[src/rtl/xillybus_mem_8_responder.sv]
//==============================================================================
// Module   : xillybus_mem_8_responder
// Brief    : Seekable byte-array responder for a Xillybus 8-bit memory stream.
// Revision : 1.0 - initial release
//==============================================================================
`default_nettype none

module xillybus_mem_8_responder #(
    parameter int          ADDR_W    = 5,
    parameter logic [7:0]  INIT_BYTE = 8'h00
) (
    input  logic              bus_clk,
    input  logic              trn_reset_n,
    input  logic              quiesce,
    input  logic [ADDR_W-1:0] user_mem_8_addr,
    input  logic              user_mem_8_addr_update,
    input  logic              user_w_mem_8_wren,
    input  logic [7:0]        user_w_mem_8_data,
    input  logic              user_w_mem_8_open,
    output logic              user_w_mem_8_full,
    input  logic              user_r_mem_8_rden,
    output logic [7:0]        user_r_mem_8_data,
    output logic              user_r_mem_8_empty,
    output logic              user_r_mem_8_eof,
    input  logic              user_r_mem_8_open
);

    localparam int DEPTH = 1 << ADDR_W;

    logic [7:0]        mem_q [DEPTH];
    logic [ADDR_W-1:0] ptr_q, ptr_d;
    logic [7:0]        data_q, data_d;
    logic              wr_end_q, wr_end_d;
    logic              rd_end_q, rd_end_d;
    logic              open_w_q, open_r_q;

    logic              wr_acc;
    logic              rd_acc;
    logic              ptr_at_end;

    always_comb begin
        wr_acc     = user_w_mem_8_wren & ~wr_end_q & user_w_mem_8_open & ~quiesce;
        rd_acc     = user_r_mem_8_rden & ~rd_end_q & user_r_mem_8_open & ~quiesce;
        ptr_at_end = &ptr_q;

        ptr_d    = ptr_q;
        wr_end_d = wr_end_q;
        rd_end_d = rd_end_q;
        // Array is read before this cycle's write lands, so a same-cycle
        // read/write pair returns the old byte.
        data_d   = rd_acc ? mem_q[ptr_q] : data_q;

        if (wr_acc && ptr_at_end) wr_end_d = 1'b1;
        if (rd_acc && ptr_at_end) rd_end_d = 1'b1;

        if (open_w_q && !user_w_mem_8_open) wr_end_d = 1'b0;
        if (open_r_q && !user_r_mem_8_open) rd_end_d = 1'b0;

        if (quiesce) begin
            wr_end_d = 1'b0;
            rd_end_d = 1'b0;
        end

        // A seek wins over the post-access increment.
        if (user_mem_8_addr_update) begin
            ptr_d    = user_mem_8_addr;
            wr_end_d = 1'b0;
            rd_end_d = 1'b0;
        end else if (wr_acc || rd_acc) begin
            ptr_d = ptr_q + 1'b1;
        end
    end

    always_ff @(posedge bus_clk) begin
        if (!trn_reset_n) begin
            ptr_q    <= '0;
            data_q   <= 8'h00;
            wr_end_q <= 1'b0;
            rd_end_q <= 1'b0;
            open_w_q <= 1'b0;
            open_r_q <= 1'b0;
            for (int i = 0; i < DEPTH; i++) begin
                mem_q[i] <= INIT_BYTE;
            end
        end else begin
            ptr_q    <= ptr_d;
            data_q   <= data_d;
            wr_end_q <= wr_end_d;
            rd_end_q <= rd_end_d;
            open_w_q <= user_w_mem_8_open;
            open_r_q <= user_r_mem_8_open;
            if (wr_acc) begin
                mem_q[ptr_q] <= user_w_mem_8_data;
            end
        end
    end

    assign user_w_mem_8_full  = wr_end_q;
    assign user_r_mem_8_empty = rd_end_q;
    assign user_r_mem_8_eof   = rd_end_q;
    assign user_r_mem_8_data  = data_q;

endmodule

`default_nettype wire

[config.mk]
export PLATFORM = sky130hd
export DESIGN_NAME = xillybus_mem_8_responder
export DESIGN_NICKNAME = d
export VERILOG_FILES = /design/src/rtl/xillybus_mem_8_responder.sv
export SDC_FILE = /design/constraint.sdc
export NUM_CORES = 1
export LEC_CHECK = 0
export ABC_AREA = 0
export ABC_CLOCK_PERIOD_IN_PS = 2350
export CORE_MARGIN = 5
export CORE_UTILIZATION = 56
export DETAILED_ROUTE_END_ITERATION = 12
export HOLD_SLACK_MARGIN = 0.03
export PLACE_DENSITY = 0.85
export SLEW_MARGIN = 30
export SYNTH_ARGS = -nofsm -noshare
export SYNTH_HDL_FRONTEND = slang
export SYNTH_SLANG_ARGS = --single-unit
[constraint.sdc]
create_clock -name bus_clk -period 2.35 [get_ports bus_clk]
set_clock_uncertainty 0.2 [all_clocks]
set_input_delay 0.235 -clock bus_clk [delete_from_list [all_inputs] [get_ports bus_clk]]
set_output_delay 0.235 -clock bus_clk [all_outputs]
set_load 0.1 [all_outputs]
==> results of run 1 <==
-- final timing paths --
kind         slack, ns               from  depth (start not counted)                   end
max               0.06           ptr_q[4]                          5  user_r_mem_8_data[6]
min               0.14  user_r_mem_8_open                          2              open_r_q
max reg2reg       0.06           ptr_q[4]                          5  user_r_mem_8_data[6]
min reg2reg       0.32           open_r_q                          2    user_r_mem_8_empty
-- metal layers --
layer,GRT usage [%],routed length (um),vias up
met2,40.2,15400,469
met1,34.4,12500,4067
met3,4.95,3120,80
met4,7.44,1120,0
li1,-,-,3631
met5,0,0,-
-- placed cells by master, fill, tap and decap left out, types with 19 or more instances in the layout --
| master | n |
|---|---|
| buf_12 | 22 |
| o21ai_2 | 32 |
| and2_1 | 263 |
| nand2_1 | 22 |
| edfxtp_1 | 256 |
| mux2i_1 | 40 |
| clkbuf_16 | 29 |
| clkdlybuf4s50_1 | 19 |
| nor2_1 | 32 |
| mux4_2 | 37 |
| buf_4 | 104 |
-- kinds of logic (layout without fill, tap and decap cells) --
kind of cell | count (synthesis) | count (layout) | share of synthesized area (%)
buffers and inverters | 71 | 203 | 2.88
AND/OR/NAND/NOR | 380 | 380 | 17.6
XOR/XNOR | 3 | 3 | 0.205
flip-flops | 273 | 273 | 62.7
multiplexers | 88 | 88 | 11.1
AO/OA/AOI/OAI | 104 | 104 | 5.05
adder cells (fa/ha/maj) | 5 | 5 | 0.489
-- per-stage QoR --
stage	area (sq um)	util, %
finish	15300	67.6
global route	15300	67.6
detailed placement	14300	63.4
global placement	14300	63.4
floorplan	12900	-
CTS	15200	67.3
-- power groups by stage --
stage	Clock, mW	Combinational [mW]	Sequential [mW]
final	4.26	1.02	5.54
after global routing	4.51	1.06	5.55
after CTS	4.30	0.986	5.55
after detailed placement	0	0.977	5.65
after global placement	0	0.957	5.64
after floorplan	0	0.533	5.64
-- worst max-delay path, stage by stage (launching register included) --
cell,delay [ns]
dfxtp_1,0.64
or3b_1,0.49
o22ai_1,0.36
a211oi_1,0.15
and3_1,0.17
a31oi_1,0.19
-- layout make-up --
cell class	instances	area, sq um	share of cell area, %
clock buffer	35	748	4.91
inverter	4	15.0	0.0984
sequential	273	8040	52.7
multi-input combinational	580	4540	29.8
clock inverter	17	125	0.820
tap	285	357	2.34
timing repair buffer	147	1430	9.35
-- sequential cells by signal, summed over array words and instances, names as in the netlist --
register / count
user_r_mem_8_empty: 1
ptr_q: 5
open_r_q: 1
user_r_mem_8_data: 8
open_w_q: 1
mem_q: 256
user_w_mem_8_full: 1
-- what timing repair did --
action / 4_1_cts / 5_1_grt
gates resized for setup: 0 / 7
hold buffers: 1 / 0
setup endpoints to repair: 0 / 26
hold endpoints to repair: 6 / 0
buffers inserted: 0 / 6
==> impl_metrics.json, run 1 <==
{
  "clock_latency_ns": 0.55,
  "comb_power_share_pct": 9.4,
  "ctsHtreeMaxLevel": 1,
  "synth_cell_types": 58,
  "antenna_found_initial": 0,
  "powerDensity_nw_per_um2": 709,
  "drt-wirelength-per-cell_um": 24.0,
  "cts.path.max_buffers": 3,
  "yosysTopAreaCellShare_pct": 60.1,
  "hold_violations": 0,
  "area_growth_pct": 19.2,
  "globalRouteOverflowTotal": 0,
  "viasPerCell": 6.15,
  "synth_seq_area_share_pct": 62.7,
  "synth-edff-count": 256,
  "p_total_mw": 10.8,
  "syn_area_sq_um": 12800,
  "ios": 32,
  "p_int_mw": 8.34,
  "grt_max_degree": 33,
  "hp-class": "in2reg",
  "drt_iter0_markers": 1078,
  "slew_viol_final": 0,
  "setup_slack_ns": 0.0616,
  "stdcell_count": 1341,
  "n_antenna_cell": 0,
  "p_clk_share_pct": 39.3,
  "maxCapViolations": 0,
  "dieWidth_um": 161,
  "start_util_pct": 56.7,
  "status": "complete, no violations",
  "cp.required_ns": 2.62,
  "grt_pass1_vias": 8167,
  "fin_tns_setup_ns": 0,
  "synth_top_area_cell": "edfxtp_1",
  "fillers": 1482,
  "leakagePower_nw": 5.62,
  "worstSetupPathType": "reg2reg",
  "cts_sinks": 273,
  "cp.arrival_ns": 2.56,
  "postSynthAreaPerCell_sq_um": 13.8,
  "cts_tree": "built",
  "grt_first_pass_wirelength_um": 49400,
  "place.gp.congestion": 0.967,
  "final_antenna_net_count": 0,
  "cts.clk_slew.worst_paths_ns": 0.07,
  "synthTopCellsByCount": "263 x and2_1, 256 x edfxtp_1, 51 x o21ai_0",
  "synth_cells": 924,
  "end_kind": "register",
  "die_h_um": 161,
  "async_flop_share_pct": 0,
  "die-area_sq_um": 26000,
  "ys_ff_latch": 273,
  "dr.pass1.iters": 6,
  "cts_made_buffers": 28,
  "cp-start-kind": "register",
  "pre_cts_slack_ns": -0.0425,
  "synth.most_common_cell": "and2_1",
  "grt_usage_pct": 24.8,
  "synthTopCellsByArea": "edfxtp_1 60%, and2_1 13%, mux4_2 6.5%, mux2i_1 3.1%, dfxtp_1 2.7%",
  "fmax_ghz": 0.437,
  "dp.cells": 1282,
  "rows": 55,
  "vias": 8247,
  "wl_um": 32100,
  "synth_nets": 950,
  "switchingPower_mw": 2.47,
  "dp_hpwl_um": 21100,
  "hold_slack_ns": 0.140,
  "switching_share_pct": 22.9,
  "numPortBuffers": 31,
  "setup_viol": 0,
  "drive_above_1_share_pct": 24.6,
  "fin_crit_sh_pct": 97.4,
  "tightest_slew_ns": 0.865,
  "final.min_clock_period_ns": 2.29,
  "ys.flop_type": "edfxtp_1",
  "drc_errors": 0,
  "slew_headroom_pct": 41.9,
  "clock-root-buffer": "clkbuf_16",
  "core-area_sq_um": 22600,
  "pwr-share-seq_pct": 51.2,
  "cp_max_fo": 14,
  "ys_warn_count": 0,
  "peakVddDrop_v": 0.000471,
  "final_nets": 1060
}
Power figures use the tool's default switching activity.
==> inputs of run 2 (changes only) <==
--- a/config.mk
+++ b/config.mk
@@ -7,7 +7,6 @@
 export LEC_CHECK = 0
 export ABC_AREA = 0
 export ABC_CLOCK_PERIOD_IN_PS = 2350
-export CORE_MARGIN = 5
 export CORE_UTILIZATION = 56
 export DETAILED_ROUTE_END_ITERATION = 12
 export HOLD_SLACK_MARGIN = 0.03
==> impl_metrics.json, run 2 (same netlist as run 1, synthesis figures left out) <==
{
  "status": "complete, no violations",
  "cp.required_ns": 2.55,
  "cts_sinks": 273,
  "grt_max_degree": 49,
  "place.gp.congestion": 0.969,
  "core-area_sq_um": 22100,
  "cts_tree": "built",
  "grt_first_pass_wirelength_um": 48400,
  "post-route-util_pct": 69.0,
  "globalRouteOverflowTotal": 0,
  "numPortBuffers": 31,
  "cts.path.max_buffers": 3,
  "pre_cts_slack_ns": -0.0952,
  "cp-start-kind": "register",
  "fin_crit_sh_pct": 99.3,
  "final.min_clock_period_ns": 2.33,
  "drc_errors": 0,
  "largest_register": "mem_q",
  "cp_max_fo": 8,
  "die-area_sq_um": 23500,
  "largest_reg_flops": 256,
  "rows": 54,
  "final_nets": 1068,
  "drt-wirelength-per-cell_um": 23.4,
  "maxCapViolations": 0,
  "slew_headroom_pct": 57.6,
  "clock-root-buffer": "clkbuf_16",
  "hold_violations": 0,
  "leakagePower_nw": 5.64,
  "antenna_found_initial": 0,
  "ios": 32,
  "drive_above_1_share_pct": 25.8,
  "clock_latency_ns": 0.53,
  "cp.arrival_ns": 2.53,
  "start_util_pct": 57.9,
  "setup_viol": 0,
  "tightest_slew_ns": 0.631,
  "viasPerCell": 6.12,
  "die_h_um": 153,
  "vias": 8206,
  "worstSetupPathType": "reg2reg",
  "cts.clk_slew.worst_paths_ns": 0.06,
  "dieWidth_um": 153,
  "final_antenna_net_count": 0,
  "powerDensity_nw_per_um2": 696,
  "dr.pass1.iters": 7,
  "peakVddDrop_v": 0.000626,
  "hp-class": "in2reg",
  "setup_slack_ns": 0.0158,
  "rsz0062_at_grt": "yes",
  "wl_um": 31300,
  "n_antenna_cell": 0,
  "end_kind": "register",
  "dp.cells": 1291,
  "ctsHtreeMaxLevel": 1,
  "final_common_cell": "and2_1",
  "stdcell_count": 1340,
  "slew_viol_final": 0,
  "dp_hpwl_um": 21000,
  "grt_usage_pct": 27.7,
  "drt_iter0_markers": 858,
  "fmax_ghz": 0.428,
  "cts_made_buffers": 26,
  "final_cell_mix": "263 x and2_1, 256 x edfxtp_1, 119 x buf_4, 40 x mux2i_1, 37 x mux4_2",
  "area_growth_pct": 19.0,
  "grt_pass1_vias": 8278
}
-- run 2: final timing paths --
kind / cells past startpoint / end / slack, ns / from
worst max register to register: 7 / user_r_mem_8_data[2] / 0.02 / ptr_q[0]
worst min register to register: 2 / user_w_mem_8_full / 0.31 / open_w_q
worst min-delay path: 3 / ptr_q[0] / 0.02 / trn_reset_n
worst max-delay path: 7 / user_r_mem_8_data[2] / 0.02 / ptr_q[0]
-- run 2: cell type report --
type	instances	area, sq um
clock buffers	40	796
fillers	1420	6860
flip-flops and latches	273	8040
multi-input cells	580	4560
repair buffers	157	1450
well taps	280	350
inverters	4	18.8
clock inverters	6	28.8
-- run 2: critical path: stages (launching register included) --
cell and delay (ns):
dfxtp_4 0.47, buf_4 0.17, buf_4 0.16, mux4_1 0.57
nand2_1 0.09, nand3_1 0.12, a2111oi_4 0.29, a21oi_1 0.13
-- run 2: through the flow --
step | hold slack, ns | area [sq um] | setup TNS [ns] | power [mW]
CTS | 0.0499 | 15200 | 0 | 10.6
floorplan | 0.162 | 12900 | 0 | 6.18
global route | 0.0507 | 15200 | -0.228 | 10.8
finish | 0.0188 | 15200 | 0 | 10.6
global placement | 0.288 | 14400 | -1.09 | 6.61
detailed placement | 0.304 | 14400 | -6.98 | 6.63
-- run 2: timing repair --
action | 4_1_cts | 5_1_grt
buffers inserted | 0 | 3
gates resized for setup | 1 | 4
endpoints found under the hold margin | 0 | 0
gates cloned | 0 | 0
hold buffers | 0 | 0
endpoints found under the setup margin | 1 | 148
-- run 2: per-layer routing --
layer	part of all wire [%]	GRT usage (%)	wire, um
met1	38	36.9	11900
met2	48	43.8	15000
met3	9.5	5.87	2990
met4	4.5	12.7	1420
met5	0	0	0
-- run 2: where the power goes --
group | internal (mW) | switching (mW)
clock | 2.32 | 1.72
sequential | 5.46 | 0.0793
combinational | 0.425 | 0.594
